--- config.mk ---
export PLATFORM = sky130hd
export DESIGN_NAME = plab4_net_router_input_ctrl_sep_flat
export DESIGN_NICKNAME = d
export VERILOG_FILES = /design/src/rtl/plab4_net_router_input_ctrl_sep_if.sv /design/src/rtl/plab4_net_router_input_ctrl_sep.sv /design/src/flat_wrapper.sv
export SDC_FILE = /design/constraint.sdc
export NUM_CORES = 1
export LEC_CHECK = 0
export CAP_MARGIN = 15
export CORE_ASPECT_RATIO = 1.4
export CORE_UTILIZATION = 34
export CTS_BUF_LIST = sky130_fd_sc_hd__clkbuf_8
export DETAILED_ROUTE_END_ITERATION = 16
export SYNTH_ARGS = -nofsm -noshare
export SYNTH_HDL_FRONTEND = slang
export SYNTH_SLANG_ARGS = --single-unit
--- constraint.sdc ---
create_clock -name clk -period 4.6 [get_ports clk]
set_input_delay 1.38 -clock clk [delete_from_list [all_inputs] [get_ports clk]]
set_output_delay 1.38 -clock clk [all_outputs]
set_load 0.01 [all_outputs]
--- src/rtl/plab4_net_router_input_ctrl_sep_if.sv ---
// Input-channel and request/grant bundle for one router input controller.
// The master side feeds messages and grants; the slave side is the controller.
interface plab4_net_router_input_ctrl_sep_if #(
  parameter int unsigned p_msg_nbits   = 44,
  parameter int unsigned p_num_entries = 2
);
  localparam int unsigned c_cnt_w = $clog2(p_num_entries + 1);

  logic                   in_val;
  logic                   in_rdy;
  logic [p_msg_nbits-1:0] in_msg;
  logic                   in_domain;
  logic                   reqs_domain;
  logic                   reqs_p0;
  logic                   reqs_p1;
  logic                   reqs_p2;
  logic                   grants_p0;
  logic                   grants_p1;
  logic                   grants_p2;
  logic [p_msg_nbits-1:0] out_msg;
  logic [c_cnt_w-1:0]     num_free;

  modport master (
    output in_val, in_msg, in_domain, grants_p0, grants_p1, grants_p2,
    input  in_rdy, reqs_domain, reqs_p0, reqs_p1, reqs_p2, out_msg, num_free
  );

  modport slave (
    input  in_val, in_msg, in_domain, grants_p0, grants_p1, grants_p2,
    output in_rdy, reqs_domain, reqs_p0, reqs_p1, reqs_p2, out_msg, num_free
  );
endinterface

--- src/rtl/plab4_net_router_input_ctrl_sep.sv ---
// Router input-port control: FIFO of {domain, msg}, ring route of the head
// message onto one-hot output requests, dequeue on the matching grant.
module plab4_net_router_input_ctrl_sep #(
  parameter int unsigned p_router_id   = 0,
  parameter int unsigned p_num_routers = 4,
  parameter int unsigned p_msg_nbits   = 44,
  parameter int unsigned p_dest_msb    = 41,
  parameter int unsigned p_dest_lsb    = 40,
  parameter int unsigned p_num_entries = 2
) (
  input logic clk,
  input logic reset,
  plab4_net_router_input_ctrl_sep_if.slave bus
);

  localparam int unsigned c_ptr_w = (p_num_entries > 1) ? $clog2(p_num_entries) : 1;
  localparam int unsigned c_cnt_w = $clog2(p_num_entries + 1);
  localparam logic [c_ptr_w-1:0] c_last_ptr = c_ptr_w'(p_num_entries - 1);
  localparam logic [c_cnt_w-1:0] c_depth    = c_cnt_w'(p_num_entries);
  localparam logic [31:0]        c_n        = 32'(p_num_routers);
  localparam logic [31:0]        c_id       = 32'(p_router_id % p_num_routers);
  localparam logic [31:0]        c_half     = 32'(p_num_routers / 2);

  typedef logic [p_msg_nbits:0] entry_t;

  entry_t             mem [p_num_entries];
  entry_t             head_entry;
  logic [c_ptr_w-1:0] head;
  logic [c_ptr_w-1:0] tail;
  logic [c_cnt_w-1:0] count;
  logic [c_cnt_w-1:0] count_next;
  logic [c_cnt_w-1:0] free_q;
  logic               nonempty;
  logic               enq;
  logic               deq;
  logic [31:0]        dest;
  logic [31:0]        fwd;
  logic               route_p0;
  logic               route_p1;
  logic               route_p2;

  assign nonempty   = (count != '0);
  assign head_entry = mem[head];
  assign bus.in_rdy = (count != c_depth);
  assign enq        = bus.in_val && bus.in_rdy;

  // Adding c_n before subtracting keeps the eastward hop count non-negative.
  always_comb begin
    dest     = 32'(head_entry[p_dest_msb:p_dest_lsb]) % c_n;
    fwd      = (dest + c_n - c_id) % c_n;
    route_p1 = (dest == c_id);
    route_p2 = !route_p1 && (fwd <= c_half);
    route_p0 = !route_p1 && !route_p2;
  end

  assign bus.reqs_p0     = nonempty && route_p0;
  assign bus.reqs_p1     = nonempty && route_p1;
  assign bus.reqs_p2     = nonempty && route_p2;
  assign bus.reqs_domain = nonempty && head_entry[p_msg_nbits];
  assign bus.out_msg     = nonempty ? head_entry[p_msg_nbits-1:0] : '0;
  assign bus.num_free    = free_q;

  assign deq = (bus.reqs_p0 && bus.grants_p0)
            || (bus.reqs_p1 && bus.grants_p1)
            || (bus.reqs_p2 && bus.grants_p2);

  always_comb begin
    count_next = count;
    if (enq && !deq)
      count_next = count + c_cnt_w'(1);
    else if (!enq && deq)
      count_next = count - c_cnt_w'(1);
  end

  always_ff @(posedge clk) begin
    if (enq)
      mem[tail] <= {bus.in_domain, bus.in_msg};
  end

  always_ff @(posedge clk) begin
    if (reset) begin
      head   <= '0;
      tail   <= '0;
      count  <= '0;
      free_q <= c_depth;
    end else begin
      if (enq)
        tail <= (tail == c_last_ptr) ? '0 : tail + c_ptr_w'(1);
      if (deq)
        head <= (head == c_last_ptr) ? '0 : head + c_ptr_w'(1);
      count  <= count_next;
      free_q <= c_depth - count_next;
    end
  end

endmodule

--- src/flat_wrapper.sv ---
// flat-port wrapper written by rule: the top's interface ports become plain ports
module plab4_net_router_input_ctrl_sep_flat 
#(
  parameter int unsigned p_router_id   = 0,
  parameter int unsigned p_num_routers = 4,
  parameter int unsigned p_msg_nbits   = 44,
  parameter int unsigned p_dest_msb    = 41,
  parameter int unsigned p_dest_lsb    = 40,
  parameter int unsigned p_num_entries = 2
)
  (clk, reset, bus_in_val, bus_in_msg, bus_in_domain, bus_grants_p0, bus_grants_p1, bus_grants_p2, bus_in_rdy, bus_reqs_domain, bus_reqs_p0, bus_reqs_p1, bus_reqs_p2, bus_out_msg, bus_num_free);
  plab4_net_router_input_ctrl_sep_if #(.p_msg_nbits(p_msg_nbits), .p_num_entries(p_num_entries)) bus_i ();
  input logic clk;
  input logic reset;
  input wire logic [$bits(bus_i.in_val)-1:0] bus_in_val;
  input wire logic [$bits(bus_i.in_msg)-1:0] bus_in_msg;
  input wire logic [$bits(bus_i.in_domain)-1:0] bus_in_domain;
  input wire logic [$bits(bus_i.grants_p0)-1:0] bus_grants_p0;
  input wire logic [$bits(bus_i.grants_p1)-1:0] bus_grants_p1;
  input wire logic [$bits(bus_i.grants_p2)-1:0] bus_grants_p2;
  output wire logic [$bits(bus_i.in_rdy)-1:0] bus_in_rdy;
  output wire logic [$bits(bus_i.reqs_domain)-1:0] bus_reqs_domain;
  output wire logic [$bits(bus_i.reqs_p0)-1:0] bus_reqs_p0;
  output wire logic [$bits(bus_i.reqs_p1)-1:0] bus_reqs_p1;
  output wire logic [$bits(bus_i.reqs_p2)-1:0] bus_reqs_p2;
  output wire logic [$bits(bus_i.out_msg)-1:0] bus_out_msg;
  output wire logic [$bits(bus_i.num_free)-1:0] bus_num_free;
  assign bus_i.in_val = bus_in_val;
  assign bus_i.in_msg = bus_in_msg;
  assign bus_i.in_domain = bus_in_domain;
  assign bus_i.grants_p0 = bus_grants_p0;
  assign bus_i.grants_p1 = bus_grants_p1;
  assign bus_i.grants_p2 = bus_grants_p2;
  assign bus_in_rdy = bus_i.in_rdy;
  assign bus_reqs_domain = bus_i.reqs_domain;
  assign bus_reqs_p0 = bus_i.reqs_p0;
  assign bus_reqs_p1 = bus_i.reqs_p1;
  assign bus_reqs_p2 = bus_i.reqs_p2;
  assign bus_out_msg = bus_i.out_msg;
  assign bus_num_free = bus_i.num_free;
  plab4_net_router_input_ctrl_sep #(.p_router_id(p_router_id), .p_num_routers(p_num_routers), .p_msg_nbits(p_msg_nbits), .p_dest_msb(p_dest_msb), .p_dest_lsb(p_dest_lsb), .p_num_entries(p_num_entries)) u_core (.clk(clk), .reset(reset), .bus(bus_i));
endmodule
# --- Word-level counts from Yosys, hierarchy flattened ---
# Memories as Yosys holds them, arrays and structs flattened. A register that Yosys moved wholly into a read port is not among the register bits.
# Index checks and enable logic that the tools add are counted.
totals:
  mem_bits_rw: 90
  in_bits: 51
  out_inout_bits: 51
  register_bits: 6
  memories: 1
  word_cells: 42
memory_table:
  columns: ["memory", "depth", "width", "read_ports", "rd_ports_with_merged_regs", "wr", "line", "source"]
  rows:
  - ["u_core.mem", 2, 45, 1, 1, 1, "plab4_net_router_input_ctrl_sep.sv:26", "entry_t mem [p_num_entries];"]
op_classes:
  n_lt_le_gt_ge: 1
  muxes: 9
  n_addsub: 6
  reduce_logical: 20
  eq_ne: 1
ops:
  columns: ["operator", "count"]
  rows:
  - ["44-bit 2-to-1 mux", 1]
  - ["32-bit zero test", 1]
  - ["1-bit logical AND", 12]
  - ["1-bit 2-to-1 mux", 6]
  - ["2-bit by 1-bit adder with 2-bit output (second input constant)", 2]
  - ["1-bit zero test", 4]
  - ["2-bit 2-to-1 mux", 2]
  - ["1-bit adder (second input constant)", 2]
  - ["2-bit <= comparator (second input constant)", 1]
  - ["1-bit logical OR", 2]
  - ["2-bit inequality test (second input constant)", 1]
  - ["2-bit nonzero test", 1]
  - ["2-bit by 1-bit subtractor with 2-bit output (second input constant)", 1]
  - ["2-bit subtractor (first input constant)", 1]

# --- Depth between registers and ports, before layout ---
logic_depth:
  ltp_word: 13
  mapped_depth: 8
  mapped_depth_nobuf: 7

# --- Worst setup path after synthesis ---
# Ideal clock, no wire load.
synth_path:
  path_kind: "input -> register"
  from: "input bus_in_val"
  to: "memory u_core.mem[0][0] (netlist bit), enable pin"
  arrival_time_ps: 3391
  cell_stages: 2
  n_path_buf: 0
  path_slack_ps: 762
  path_cell_list: "nand2_1 -> nor2_1"
synth_via:
  elab_chain_cells: 3
synth_rtl:
  columns: ["item", "line", "source"]
  rows:
  - ["start: declaration", "flat_wrapper.sv:15", "input wire logic [$bits(bus_i.in_val)-1:0] bus_in_val;"]
  - ["1-bit logical AND", "plab4_net_router_input_ctrl_sep.sv:45", "assign enq = bus.in_val && bus.in_rdy;"]
  - ["1-bit 2-to-1 mux", "plab4_net_router_input_ctrl_sep.sv:76", "if (enq)"]
  - ["1-bit 2-to-1 mux (not written as such)", "plab4_net_router_input_ctrl_sep.sv:77", "mem[tail] <= {bus.in_domain, bus.in_msg};"]
  - ["end: declaration", "plab4_net_router_input_ctrl_sep.sv:26", null]
# Every way passes these cells.

==> results.json <==
{
  "status": "complete, no violations",
  "hold_path_class": "flop to flop",
  "grt_pass1_wl_um": 11800,
  "nets": 403,
  "cts-root-buf": "clkbuf_8",
  "criticalPathCategory": "flop to primary output",
  "timing.final.crit_share": 0.834,
  "io_pins": 102,
  "ys_seq_elements": 96,
  "first_pass_iters": 4,
  "coreArea_um2": 11000,
  "yosysWarnings": 0,
  "cp.arrival_ns": 2.46,
  "crit_fanout": 54,
  "dp_hpwl_um": 4850,
  "path_cells": "inv_1 -> ha_2 -> nor2_1 -> clkdlybuf4s50_1",
  "synthCells": 246,
  "final_common_cell": "clkdlybuf4s50_1",
  "cts.hold.buffers_added": 0,
  "total_power_w": 0.00294,
  "synth_area_um2": 3860,
  "rsz0062_at_grt": "no",
  "synthFlopType": "edfxtp_1",
  "start_kind": "flop",
  "clk_pin_slew_ns": 0.09,
  "cts.sinks": 96,
  "drc": 0,
  "synthToLayoutAreaGrowth_pct": 35.9,
  "power_density_nw_per_um2": 559,
  "die_area_um2": 11800,
  "numCtsBuffers": 9,
  "overflow": 0,
  "avgSynthCellArea_um2": 15.7,
  "post-cts-setup-buffers": 0,
  "synth_fp_nets": 301,
  "numPortBuffers": 101,
  "finalWirelength_um": 7500,
  "wl_per_cell_um": 15.2,
  "gp_congestion": 0.733,
  "tns_ns": 0,
  "slew_headroom": 0.343,
  "path_delay_family": "adder cells",
  "antenna_found_initial": 0,
  "max_freq_mhz": 261,
  "fp.dieH_um": 128,
  "setup_viol": 0,
  "instances_no_fill": 494,
  "grt_max_degree": 55,
  "ys_top_cells_by_area": "edfxtp_1 (70%), mux2i_1 (12%), nor2_1 (4.9%), dfxtp_1 (3.1%), ha_1 (1.3%)",
  "die_w_um": 92.1,
  "irDropWorstVdd_uv": 204,
  "crit_path_end_kind": "primary output",
  "synth_area_leader_cell": "edfxtp_1",
  "drtIter0Drc": 108,
  "htree_levels": 3,
  "final_cell_mix": "clkdlybuf4s50_1 (101), edfxtp_1 (90), nor2_1 (49)",
  "rows": 45,
  "cpPeakStageDelay_ns": 0.85,
  "timing.final.ws_setup_ns": 0.764,
  "hold_viol_final": 0,
  "ys_types": 32,
  "grt_pass1_vias": 2383,
  "pre_cts_ws_ns": 1.08,
  "diodes": 0,
  "tightestPinTransition_ns": 0.986,
  "post_cts_resized": 0,
  "place_inst": 478,
  "synthArstFlopShare": 0,
  "leakagePower_nw": 1.74,
  "seq_area_frac_synth": 0.730,
  "drv_cap": 0,
  "required_ns": 3.22,
  "cts_tree": "built",
  "start_util": 0.352,
  "slew_viol_final": 0,
  "vias_per_cell": 4.65,
  "worst-path-buf-inv": 2,
  "finalClockSkew_ns": 0.00838,
  "synth_edf_count": 90,
  "via_count": 2295,
  "yosys.area.top_type_share": 0.699,
  "clk_latency_ns": 0.34,
  "drive_gt1_frac": 0.0765,
  "holdWs_ns": 0.529,
  "min_period_ns": 3.84,
  "slowest_stage": "ha_2",
  "final_antenna_net_count": 0,
  "track_usage": 0.133,
  "cts_buffer_depth": 2
}
## cells in the mapped netlist (all sizes together) (2+ instances only)
library cell / instances
a2111oi: 2
and3b: 3
buf: 7
clkbuf: 7
dfxtp: 6
edfxtp: 90
ha: 4
inv: 5
mux2i: 45
nand3b: 3
nor2: 50
nor2b: 4
nor3: 2
nor4: 2
xnor2: 4
## path summary, 6_finish.rpt
check                                     from                           endpoint  slack [ns]  cells after the start
max          u_core.bus.num_free[0]$_SDFF_PP0_                    bus_out_msg[22]        0.76                      4
min                   u_core.head$_SDFFE_PP0P_           u_core.head$_SDFFE_PP0P_        0.53                      2
max reg2reg  u_core.bus.num_free[0]$_SDFF_PP0_  u_core.bus.num_free[1]$_SDFF_PP1_        1.84                      6
min reg2reg           u_core.head$_SDFFE_PP0P_           u_core.head$_SDFFE_PP0P_        0.53                      2
## final cells by class
| cell class | count | area [µm²] |
|---|---|---|
| Fill cell | 994 | 5730 |
| Multi-Input combinational cell | 131 | 970 |
| Clock inverter | 7 | 87.6 |
| Sequential cell | 96 | 2820 |
| Clock buffer | 9 | 124 |
| Tap cell | 141 | 176 |
| Timing Repair Buffer | 105 | 1050 |
| Inverter | 5 | 18.8 |
## cells by family (layout without fill, tap and decap cells)
| kind of cell | count (synthesis) | in the layout | share of synthesized area |
|---|---|---|---|
| XOR/XNOR | 4 | 4 | 0.00906 |
| AND/OR/NAND/NOR | 71 | 71 | 0.0887 |
| multiplexers | 45 | 45 | 0.117 |
| adder cells (fa/ha/maj) | 4 | 4 | 0.0129 |
| AO/OA/AOI/OAI | 7 | 7 | 0.0207 |
| flip-flops | 96 | 96 | 0.730 |
| buffers and inverters | 19 | 126 | 0.0217 |
## through the flow
| stage | utilization | cell area [µm²] |
|---|---|---|
| after CTS | 0.479 | 5250 |
| after global placement | 0.459 | 5040 |
| after floorplan | - | 3860 |
| final | 0.479 | 5250 |
| after global routing | 0.479 | 5250 |
| after detailed placement | 0.459 | 5040 |
## routing by layer
layer	part of all wire	wire length (µm)	GRT usage	vias up
met4	0.018	138	0.0634	0
met5	0	0	0	-
met3	0.042	314	0.0302	8
met2	0.54	4080	0.239	55
li1	-	-	-	1103
met1	0.40	2970	0.149	1129
## sequential cells by signal, summed over array words and instances, names as in the netlist, named ones only
register             cells
u_core.count             1
u_core.head              1
u_core.mem              90
u_core.bus.num_free      2
u_core.tail              1
## worst register-to-register path: stages (launching register included)
cell and delay, ns:
dfxtp_1 0.37, inv_1 0.14, ha_2 0.85, and3b_4 0.33, or4_4 0.54, a2111oi_4 0.32, nor4_2 0.08
## report_power, final
part | switching (W) | total (W) | internal (W)
Combinational | 0.000598 | 0.00121 | 0.000608
Sequential | 0.0000404 | 0.00116 | 0.00112
Clock | 0.000269 | 0.000570 | 0.000301
Total | 0.000908 | 0.00294 | 0.00203
(Power assumes the default switching activity.)
